==> config.mk <==
export PLATFORM = sky130hd
export DESIGN_NAME = sys_bus_arbiter
export DESIGN_NICKNAME = d
export VERILOG_FILES = /design/src/rtl/sys_bus_arbiter.sv
export SDC_FILE = /design/constraint.sdc
export NUM_CORES = 1
export LEC_CHECK = 0
export BUFFER_PORTS_ARGS = -buffer_cell sky130_fd_sc_hd__clkbuf_2
export CAP_MARGIN = 10
export CORE_MARGIN = 2
export CORE_UTILIZATION = 30
export CTS_CLUSTER_SIZE = 24
export DETAILED_ROUTE_END_ITERATION = 8
export GPL_ROUTABILITY_DRIVEN = 0
export PLACE_DENSITY = 0.52
export SYNTH_ARGS = -nofsm -noshare
export SYNTH_HDL_FRONTEND = slang
export SYNTH_SLANG_ARGS = --single-unit
==> constraint.sdc <==
create_clock -name clk -period 2.41 [get_ports clk]
set_input_delay 0.1205 -clock clk [delete_from_list [all_inputs] [get_ports clk]]
set_output_delay 0.1205 -clock clk [all_outputs]
set_load 0.01 [all_outputs]
==> src/rtl/sys_bus_arbiter.sv <==
// Two-master, three-slave system bus arbiter: round-robin grant, address
// decode on adr[31:28], per-transfer timeout, fully registered outputs.
module sys_bus_arbiter #(
    parameter int unsigned TIMEOUT = 16
) (
    input  logic        clk,
    input  logic        rst_n,
    input  logic        m0_req,
    input  logic        m0_we,
    input  logic [31:0] m0_adr,
    input  logic [31:0] m0_wdata,
    output logic        m0_ack,
    output logic        m0_err,
    output logic [31:0] m0_rdata,
    input  logic        m1_req,
    input  logic        m1_we,
    input  logic [31:0] m1_adr,
    input  logic [31:0] m1_wdata,
    output logic        m1_ack,
    output logic        m1_err,
    output logic [31:0] m1_rdata,
    output logic [2:0]  s_sel,
    output logic        s_we,
    output logic [31:0] s_adr,
    output logic [31:0] s_wdata,
    input  logic [2:0]  s_ack,
    input  logic [95:0] s_rdata,
    output logic [1:0]  grant
);

    typedef enum logic [1:0] {
        ST_IDLE   = 2'd0,
        ST_ACCESS = 2'd1,
        ST_DONE   = 2'd2
    } state_t;

    // Counter value seen in the last ACCESS cycle allowed before abort.
    localparam logic [7:0] CNT_LAST = 8'(TIMEOUT - 1);

    state_t      state_r;
    logic [7:0]  cnt_r;
    logic        prio_m1_r;
    logic        any_req_s;
    logic        win_m1_s;
    logic        win_we_s;
    logic [31:0] win_adr_s;
    logic [31:0] win_wdata_s;
    logic [2:0]  win_sel_s;
    logic        ack_hit_s;
    logic [31:0] sel_rdata_s;
    logic [31:0] done_rdata_s;

    function automatic logic [2:0] slave_decode(input logic [3:0] field);
        case (field)
            4'h1:    slave_decode = 3'b001;
            4'h2:    slave_decode = 3'b010;
            4'h3:    slave_decode = 3'b100;
            default: slave_decode = 3'b000;
        endcase
    endfunction

    // Arbitration: a lone requester wins; on contention the master not granted last wins.
    always_comb begin
        any_req_s   = m0_req | m1_req;
        win_m1_s    = 1'b0;
        win_we_s    = 1'b0;
        win_adr_s   = 32'h0000_0000;
        win_wdata_s = 32'h0000_0000;
        if (m0_req && m1_req) begin
            win_m1_s = prio_m1_r;
        end else begin
            win_m1_s = m1_req;
        end
        if (win_m1_s) begin
            win_we_s    = m1_we;
            win_adr_s   = m1_adr;
            win_wdata_s = m1_wdata;
        end else begin
            win_we_s    = m0_we;
            win_adr_s   = m0_adr;
            win_wdata_s = m0_wdata;
        end
        win_sel_s = slave_decode(win_adr_s[31:28]);
    end

    // Slave return path: only the selected slave's ack and data slice count.
    always_comb begin
        ack_hit_s   = |(s_ack & s_sel);
        sel_rdata_s = 32'h0000_0000;
        for (int i = 0; i < 3; i++) begin
            if (s_sel[i]) begin
                sel_rdata_s = sel_rdata_s | s_rdata[32*i +: 32];
            end else begin
                sel_rdata_s = sel_rdata_s;
            end
        end
        if (ack_hit_s) begin
            done_rdata_s = sel_rdata_s;
        end else begin
            done_rdata_s = 32'h0000_0000;
        end
    end

    // Transfer FSM with all bus outputs registered.
    always_ff @(posedge clk or negedge rst_n) begin
        if (!rst_n) begin
            state_r   <= ST_IDLE;
            cnt_r     <= 8'd0;
            prio_m1_r <= 1'b0;
            grant     <= 2'b00;
            s_sel     <= 3'b000;
            s_we      <= 1'b0;
            s_adr     <= 32'h0000_0000;
            s_wdata   <= 32'h0000_0000;
            m0_ack    <= 1'b0;
            m0_err    <= 1'b0;
            m0_rdata  <= 32'h0000_0000;
            m1_ack    <= 1'b0;
            m1_err    <= 1'b0;
            m1_rdata  <= 32'h0000_0000;
        end else begin
            case (state_r)
                ST_IDLE: begin
                    if (any_req_s) begin
                        grant     <= win_m1_s ? 2'b10 : 2'b01;
                        prio_m1_r <= ~win_m1_s;
                        cnt_r     <= 8'd0;
                        if (win_sel_s != 3'b000) begin
                            state_r <= ST_ACCESS;
                            s_sel   <= win_sel_s;
                            s_we    <= win_we_s;
                            s_adr   <= win_adr_s;
                            s_wdata <= win_wdata_s;
                        end else begin
                            // Unmapped slave: answer with an error, never touch the bus.
                            state_r <= ST_DONE;
                            m0_ack  <= ~win_m1_s;
                            m0_err  <= ~win_m1_s;
                            m1_ack  <= win_m1_s;
                            m1_err  <= win_m1_s;
                        end
                    end else begin
                        state_r <= ST_IDLE;
                    end
                end
                ST_ACCESS: begin
                    if (ack_hit_s || (cnt_r == CNT_LAST)) begin
                        state_r  <= ST_DONE;
                        s_sel    <= 3'b000;
                        s_we     <= 1'b0;
                        s_adr    <= 32'h0000_0000;
                        s_wdata  <= 32'h0000_0000;
                        m0_ack   <= grant[0];
                        m0_err   <= grant[0] & ~ack_hit_s;
                        m0_rdata <= grant[0] ? done_rdata_s : 32'h0000_0000;
                        m1_ack   <= grant[1];
                        m1_err   <= grant[1] & ~ack_hit_s;
                        m1_rdata <= grant[1] ? done_rdata_s : 32'h0000_0000;
                    end else begin
                        cnt_r <= cnt_r + 8'd1;
                    end
                end
                ST_DONE: begin
                    state_r  <= ST_IDLE;
                    cnt_r    <= 8'd0;
                    grant    <= 2'b00;
                    m0_ack   <= 1'b0;
                    m0_err   <= 1'b0;
                    m0_rdata <= 32'h0000_0000;
                    m1_ack   <= 1'b0;
                    m1_err   <= 1'b0;
                    m1_rdata <= 32'h0000_0000;
                end
                default: begin
                    state_r  <= ST_IDLE;
                    cnt_r    <= 8'd0;
                    grant    <= 2'b00;
                    s_sel    <= 3'b000;
                    s_we     <= 1'b0;
                    s_adr    <= 32'h0000_0000;
                    s_wdata  <= 32'h0000_0000;
                    m0_ack   <= 1'b0;
                    m0_err   <= 1'b0;
                    m0_rdata <= 32'h0000_0000;
                    m1_ack   <= 1'b0;
                    m1_err   <= 1'b0;
                    m1_rdata <= 32'h0000_0000;
                end
            endcase
        end
    end

endmodule

### After elaboration in Yosys (flattened, before gate mapping)

Cells that the tools add are included.

* bits in registers: 149
* bits of input ports: 233
* output and inout port bits: 138
* word-level logic and storage cells: 100

* add/sub/neg operators: 1
* equal/unequal tests: 11
* muxes and demuxes: 52
* bitwise logic cells: 11
* reductions and logical operators: 11

Operator list (count)
* 32-bit 2-to-1 mux: 15
* 32-bit case mux with 3 select lines: 2
* 32-bit case mux with 2 select lines: 2
* 32-bit bitwise OR: 2
* 3-bit case mux with 3 select lines: 2
* 8-bit 2-to-1 mux: 2
* 8-bit case mux with 2 select lines: 1
* 1-bit 2-to-1 mux: 13
* 2-bit 2-to-1 mux: 5
* 2-bit != test (second input constant): 5
* 3-bit 2-to-1 mux: 3
* 8-bit by 1-bit adder with 8-bit output (second input constant): 1
* 4-bit by 2-bit == test with 1-bit output (second input constant): 2
* 8-bit by 4-bit == test with 1-bit output (second input constant): 1
* 1-bit case mux with 2 select lines: 4
* 2-bit case mux with 2 select lines: 2
* 2-bit AND reduction: 4
* 1-bit inverter: 5
* 4-bit by 1-bit == test with 1-bit output (second input constant): 1
* 4-bit AND reduction: 1
* 3-bit AND: 1
* 1-bit case mux with 3 select lines: 1
* 3-bit AND reduction: 1
* 3-bit nonzero test: 1
* 8 further kinds: 9

### Depth between registers and ports, before layout

Gate-level depths: netlist of run 1.

* depth after elaboration: 9
* gate-level depth with buffers: 9
* mapped depth without buffers: 6

### Least setup slack after synthesis of run 1

No wires, ideal clock.

* path type: register to register
* start point: register s_sel[0]
* end point: register s_wdata[11]
* library setup time: 0.095 ns
* arrival time: 1.832 ns
* data required time: 2.315 ns
* path slack: 0.483 ns
* cell stages (with the launch flop): 10
* buffers on the path: 4
* clock period less this slack: 1.927 ns
* cell sequence: dfrtp_1 > clkbuf_1 > a222oi_1 > buf_2 > o21ai_2 > nor3b_4 > buf_4 > buf_4 > nand2_1 > o31ai_1

* longest elaborated chain between the ends: 5

Ends and longest elaborated chain
* start, declared: RTL line 22 `output logic [2:0] s_sel,`
* start signal, assigned: RTL line 130 `s_sel <= win_sel_s;`
* 3-bit AND: RTL line 88 `ack_hit_s = |(s_ack & s_sel);`
* 3-bit OR reduction: RTL line 88
* 1-bit logical OR: RTL line 147 `if (ack_hit_s || (cnt_r == CNT_LAST)) begin`
* 2-bit != test (no line)
* 4-bit AND reduction (no line)
* end signal, assigned: RTL line 133 `s_wdata <= win_wdata_s;`
* end, declared: RTL line 25 `output logic [31:0] s_wdata,`

Every way passes these cells.
A chain may end at the register's enable or synchronous reset.

### Worst setup path after layout of run 1

* start point: register cnt_r[4]
* end point: register s_sel[0]

* longest elaborated chain between the ends: 4

Ends and longest elaborated chain
* start, declared: RTL line 41 `logic [7:0] cnt_r;`
* start signal, assigned: RTL line 160 `cnt_r <= cnt_r + 8'd1;`
* 8-bit by 4-bit == test with 1-bit output: RTL line 147
* 1-bit logical OR: RTL line 147
* 2-bit != test (no line)
* 4-bit AND reduction (no line)

Every way passes these cells.

==> summary.md, run 1 <==
| Metric | Value |
|---|---|
| Final setup TNS | `0 ns` |
| Vias in the first global route | `7392` |
| Clk sinks | `about 150` |
| CP Data Required Time | `2.70 ns` |
| Period minus WS final | `2.142 ns` |
| Fillers | `2494` |
| Final Hold Fails | `0` |
| Commonest non-fill, non-tap cell in the layout | `clkbuf_2` |
| Die W | `161.6 um` |
| Placed Area | `9662 um2` |
| Critical path's top delay family | `compound AO/OA/AOI/OAI gates` |
| Die Footprint | `26130 um2` |
| Max-cap violations | `0` |
| Critical Path End Type | `flip-flop` |
| Crit path kind | `reg -> reg` |
| Reg clk slew, reported paths | `0.07 ns` |
| Pin count of the biggest net entering global routing | `67` |
| CP Cell Sequence | `or4_1, o21ai_2, nor3b_4, o21bai_1, a22o_1` |
| Synth unique cells | `42` |
| Setup Viol. Count Final | `0` |
| Worst EP arrival | `2.43 ns` |
| Hold slack | `0.04946 ns` |
| Buffer levels on the longest clock path | `2` |
| Slew margin rel. | `51.83%` |
| Seq/Total Area, Yosys | `50.02%` |
| Gr usage total | `between 10% and 20%` |
| PD cells | `986.3 nW/um2` |
| Final worst path period share | `88.87%` |
| Placed insts | `around 1500` |
| Initial antenna violation count | `0` |
| HP Class | `in -> reg` |
| Post-Synthesis Cells | `approximately 820` |
| Final slew viol count | `0` |
| Most frequent cells in the layout | `369 x clkbuf_2, 195 x nand2_1, 148 x dfrtp_1, 107 x nor2_1, 68 x a22o_1` |
| Post-Syn Area | `approximately 7500 um2` |
| CTS tree | `built` |
| DRC | `0` |
| Syn avg cell area | `9.124 um2` |
| Num CTS Buffers | `17` |
| YS warnings | `0` |
| Layout cells sized above 1 | `37.18%` |
| Dpl hpwl | `between 15 and 20 mm` |
| Synthesized flop and latch total | `149` |
| Total congestion overflow | `0` |
| WP buf/inv | `0` |
| First-pass GRT wire length | `between 40 and 50 mm` |
| Clock Latency Late Sink | `0.42 ns` |
| Post-synth ARST share | `100.0%` |
| Leak | `5.393 nW` |
| Initial Util | `30.56%` |
| Routed Wire Length | `between 20 and 30 mm` |
| Core area | `24390 um2` |
| Peak VDD IR | `629.3 uV` |
| Final Net Count | `~1400` |
| Slew @ Worst Pin | `0.7225 ns` |
| 1st-iter DRT viols | `476` |
| Final std cells w/o fill | `roughly 1500` |
| Net Count, Synth | `1051` |
| Via density | `4.952` |
| Post-CTS Setup Repair Bufs | `0` |
| Area occupied by multi-input gates | `3421 um2` |
| Cell Rows | `57` |
| Post-DRT Antenna Nets | `0` |
| Ant diodes | `0` |
| Worst Setup Start Kind | `flip-flop` |
| Top-Level Pins | `371` |
| Via Count | `7399` |
| PortBufs | `370` |
| H-Tree Depth | `4` |
| Slowest CP cell | `or4_1` |
| RSZ-0062 raised after global routing | `false` |
| Worst stage delay on the critical path | `0.59 ns` |
| Die Y | `161.6 um` |
| Total power | `0.01017 W` |
| Post-synth EDFFs | `0` |
| Setup Skew | `0.01532 ns` |
| Design area | `10310 um2` |
| Clock root cell | `clkbuf_16` |
| Critical path fanouts, max | `6` |
| Register area | `3730 um2` |
| Status | `finished, final reports clean` |
| Max Freq | `roughly 0.47 GHz` |
| Synth Flop Type | `dfrtp_1` |
| Area Overhead vs Synth | `38.32%` |
| Wire per inst | `16.95 um` |
| Pre-antenna DRT Iters | `6` |
path summary, 6_finish.rpt:
path / start / depth (start not counted) / to / slack (ns)
max in group asynchronous: rst_n / 3 / m0_rdata[11] / 1.46
setup reg to reg: cnt_r[4] / 5 / s_sel[0] / 0.27
hold / removal: m1_adr[5] / 4 / s_adr[5] / 0.05
min in group asynchronous: rst_n / 2 / m0_rdata[25] / 0.22
setup / recovery: cnt_r[4] / 5 / s_sel[0] / 0.27
hold reg to reg: s_adr[28] / 1 / s_adr[28] / 0.48
flip-flops by register name (all words and copies together), names as in the netlist:
signal and cells:
m1_ack 1, grant 2, s_sel 3, state_r 2, cnt_r 8, m0_rdata 32
m1_rdata 32, m1_err 1, s_we 1, prio_m1_r 1, m0_ack 1, s_adr 32
m0_err 1, s_wdata 32
stage by stage:
stage	utilization, %	setup WS (ns)
final	42.27	0.2682
after global routing	42.27	0.01728
after CTS	42.24	0.1514
after detailed placement	39.61	0.1611
after global placement	39.61	0.1943
after floorplan	-	0.4830
cell families after synthesis:
group | Yosys count | share of synthesized area (%)
and+or+nand+nor | 384 | 22.29
AOI/OAI and AO/OA | 196 | 21.74
DFF | 149 | 50.02
buffers and inverters | 76 | 4.347
xor gates and xnor gates | 6 | 0.7049
muxes | 5 | 0.7385
adders and majority gates | 1 | 0.1678
power breakdown:
| part | switching, W | leakage, nW | total, W | internal, W |
|---|---|---|---|---|
| Clock | 0.00112 | 0.294 | 0.00276 | 0.00164 |
| Sequential | 0.000480 | 1.98 | 0.00358 | 0.00310 |
| Combinational | 0.00232 | 3.12 | 0.00384 | 0.00152 |
| Total | 0.00392 | 5.39 | 0.0102 | 0.00625 |
cell type report:
cell class	count	area share, %
inverters	2	0.07281
clock inverters	11	1.371
well taps	324	3.932
flip-flops and latches	149	36.17
repair buffers	395	20.71
clock buffers	21	4.563
multi-input cells	592	33.18
synth_stat cells, types with 6 or more instances:
cell type	instances	area share [%]
xnor2_1	6	0.70
o21ai_0	6	0.40
a22o_1	68	8.0
o31ai_1	62	6.2
and3_1	61	5.1
and2_1	6	0.50
clkbuf_1	48	2.4
dfrtp_1	149	50
buf_2	16	1.1
nor2_1	107	5.4
a21oi_1	7	0.47
a222oi_1	33	4.4
nand2_1	196	9.9
worst min-delay path: stages:
cell and delay (ns):
clkbuf_2 0.08, nand2_1 0.04, and3_1 0.14, o31ai_1 0.06
layer usage:
metal	up-vias	part of all wire [%]	GRT usage [%]
met5	-	0	0
met4	0	1.7	5.672
met3	26	7.9	6.009
met2	295	48	32.40
met1	3468	43	24.39
li1	3610	-	-
timing repair:
item,4_1_cts,5_1_grt
gates resized for setup,0,2
endpoints found under the setup margin,0,57
hold buffers,3,0
hold endpoints to repair,51,0
Power figures use the tool's default switching activity.
==> inputs of run 2 (changes only) <==
--- a/config.mk
+++ b/config.mk
@@ -12,7 +12,7 @@
 export CTS_CLUSTER_SIZE = 24
 export DETAILED_ROUTE_END_ITERATION = 8
 export GPL_ROUTABILITY_DRIVEN = 0
-export PLACE_DENSITY = 0.52
+export PLACE_DENSITY_LB_ADDON = 0.08
 export SYNTH_ARGS = -nofsm -noshare
 export SYNTH_HDL_FRONTEND = slang
 export SYNTH_SLANG_ARGS = --single-unit
==> run 2 against run 1 <==
Critical path depth did not move. Die area unchanged. Fmax up 3.1%. Highest routed layer unchanged. Via count rose by 0.28%. Largest cell class unchanged. Global-route usage is 0.074 points higher. Clock-buffer cell count fell by 1. Setup slack improved by 0.065 ns. Register-to-register slack improved by 0.07 ns. First-iteration DRC count up 0.42%. Non-clock buffer count unchanged.
==> summary.md, run 2 (same netlist as run 1, synthesis figures left out) <==
| Metric | Value |
|---|---|
| Most frequent cells in the layout | `369 x clkbuf_2, 195 x nand2_1, 148 x dfrtp_1, 107 x nor2_1, 68 x a22o_1` |
| FF-to-FF setup slack | `around 0.33 ns` |
| Post-CTS Setup Repair Bufs | `0` |
| Register area | `3730 um2` |
| Clock root cell | `clkbuf_16` |
| First-pass GRT wire length | `40.25 mm` |
| Slew margin rel. | `between 50% and 60%` |
| Gr usage total | `19.53%` |
| Design area | `10340 um2` |
| Die Footprint | `26130 um2` |
| Clk sinks | `149` |
| Vias in the first global route | `approximately 7400` |
| WL met3 | `1.870 mm` |
| PortBufs | `370` |
| Via Count | `7420` |
| WL met1 | `11.00 mm` |
| Top-Level Pins | `around 370` |
| Worst stage delay on the critical path | `0.58 ns` |
| Core area | `24390 um2` |
| Wire per inst | `approximately 17 um` |
| Setup Skew | `0.01115 ns` |
| Final setup TNS | `0 ns` |
| Hold Crit Depth | `4` |
| Post-DRT Antenna Nets | `0` |
| Buffer levels on the longest clock path | `2` |
| 1st-iter DRT viols | `between 400 and 500` |
| CP Cell Sequence | `or4_1, o21ai_2, nor3b_4, a21oi_2, mux2_1` |
| Critical path's top delay family | `simple AND/OR/NAND/NOR gates` |
| Initial antenna violation count | `0` |
| Slowest CP cell | `or4_1` |
| FF-to-FF path depth | `5` |
| Commonest non-fill, non-tap cell in the layout | `clkbuf_2` |
| Cell Rows | `between 50 and 60` |
| WP buf/inv | `0` |
| HP Class | `in -> reg` |
| Placed Area | `approximately 9700 um2` |
| Period minus WS final | `2.077 ns` |
| Clock Latency Late Sink | `0.42 ns` |
| Top Metal Used | `met4` |
| CP Data Required Time | `2.71 ns` |
| Min-Delay Startpoint | `m1_wdata[9]` |
| Worst Hold Path EP | `s_wdata[9]` |
| Final Hold Fails | `0` |
| Via density | `between 4 and 5` |
| Slew @ Worst Pin | `0.7467 ns` |
| Routed Wire Length | `~26 mm` |
| Max Freq | `roughly 0.48 GHz` |
| Pin count of the biggest net entering global routing | `between 60 and 70` |
| Final worst path period share | `a little under nine tenths` |
| Area Overhead vs Synth | `38.70%` |
| Peak VDD IR | `536.7 uV` |
| Num CTS Buffers | `17` |
| Initial Util | `a little under a third` |
| PnR worst setup slack | `0.3335 ns` |
| Total congestion overflow | `0` |
| Layout cells sized above 1 | `37.02%` |
| Setup Viol. Count Final | `0` |
| Placed insts | `1459` |
| Die W | `around 160 um` |
| Ant diodes | `0` |
| Pre-antenna DRT Iters | `6` |
| Reg2reg end | `m0_err` |
| Dpl hpwl | `18.56 mm` |
| Fillers | `2552` |
| H-Tree Depth | `4` |
| Critical path fanouts, max | `8` |
| Final slew viol count | `0` |
| PD cells | `990.8 nW/um2` |
| Pre-CTS WS | `0.3266 ns` |
| Worst EP arrival | `2.37 ns` |
| Final Net Count | `roughly 1400` |
| Critical Path End Type | `flip-flop` |
| Crit path kind | `reg -> reg` |
| RSZ-0062 raised after global routing | `false` |
| Final std cells w/o fill | `around 1500` |
| Status | `finished, final reports clean` |
| DRC | `0` |
| Critical Path Source | `cnt_r[4]` |
| Leak | `5.401 nW` |
| Die Y | `~160 um` |
| Worst Setup Start Kind | `flip-flop` |
| Reg clk slew, reported paths | `~0.060 ns` |
| WL met2 | `about 12 mm` |
| Max-cap violations | `0` |
| Area occupied by multi-input gates | `3421 um2` |
| CTS tree | `built` |
| Launching point of the worst reg2reg path | `cnt_r[4]` |
==> run 2: changes by cell type in the layout (fill, tap and decap cells not counted) <==
cell	before	now
buf_12	6	9
buf_4	14	13
buf_6	3	1
bufinv_16	2	4
clkbuf_8	3	2
clkinv_2	0	2
clkinv_4	3	1
inv_6	2	0
inv_8	2	0
==> run 2: what timing repair did <==
action	CTS	global route
resized for setup	0	0
hold buffers	3	0
endpoints found under the hold margin	56	0
==> run 2: final cells by class <==
type / count / share of cell area (%)
flip-flops and latches: 149 / 36.07
inverters: 2 / 0.07260
clock buffers: 20 / 4.417
clock inverters: 9 / 1.488
well taps: 324 / 3.921
repair buffers: 395 / 20.95
multi-input cells: 592 / 33.08
==> run 2: how the worst max path moves through the flow <==
stage	to	cells past startpoint
after CTS	s_adr[27]	6
after floorplan	s_wdata[11]	9
after global placement	s_adr[27]	6
after detailed placement	s_wdata[29]	6
final	m0_err	5
after global routing	s_wdata[27]	6
==> run 2: metrics by stage <==
step | power, W | utilization (%) | hold WS [ns]
floorplan | 0.005891 | - | -0.1751
global placement | 0.007536 | 39.77 | 0.1473
detailed placement | 0.007559 | 39.77 | 0.1418
CTS | 0.01043 | 42.39 | 0.02590
global route | 0.01099 | 42.39 | 0.05065
finish | 0.01024 | 42.39 | 0.04995
==> run 2: report_power, final <==
part | total (W) | switching [W] | internal, W
sequential | 0.00358 | 0.000482 | 0.00310
combinational | 0.00387 | 0.00233 | 0.00155
clock | 0.00279 | 0.00102 | 0.00177
total | 0.0102 | 0.00383 | 0.00641
==> run 2: worst reg2reg max path, stage by stage, from the launching register on <==
cell     delay, ns
dfrtp_1       0.42
or4_1         0.58
o21ai_2       0.26
nor3b_4       0.12
a21oi_2       0.23
mux2_1        0.35
==> run 2: routing by layer <==
metal / track usage, % / up-vias
met5: 0 / -
met4: 5.591 / 0
met3: 5.239 / 28
met2: 32.85 / 286
met1: 24.76 / 3495
li1: - / 3611
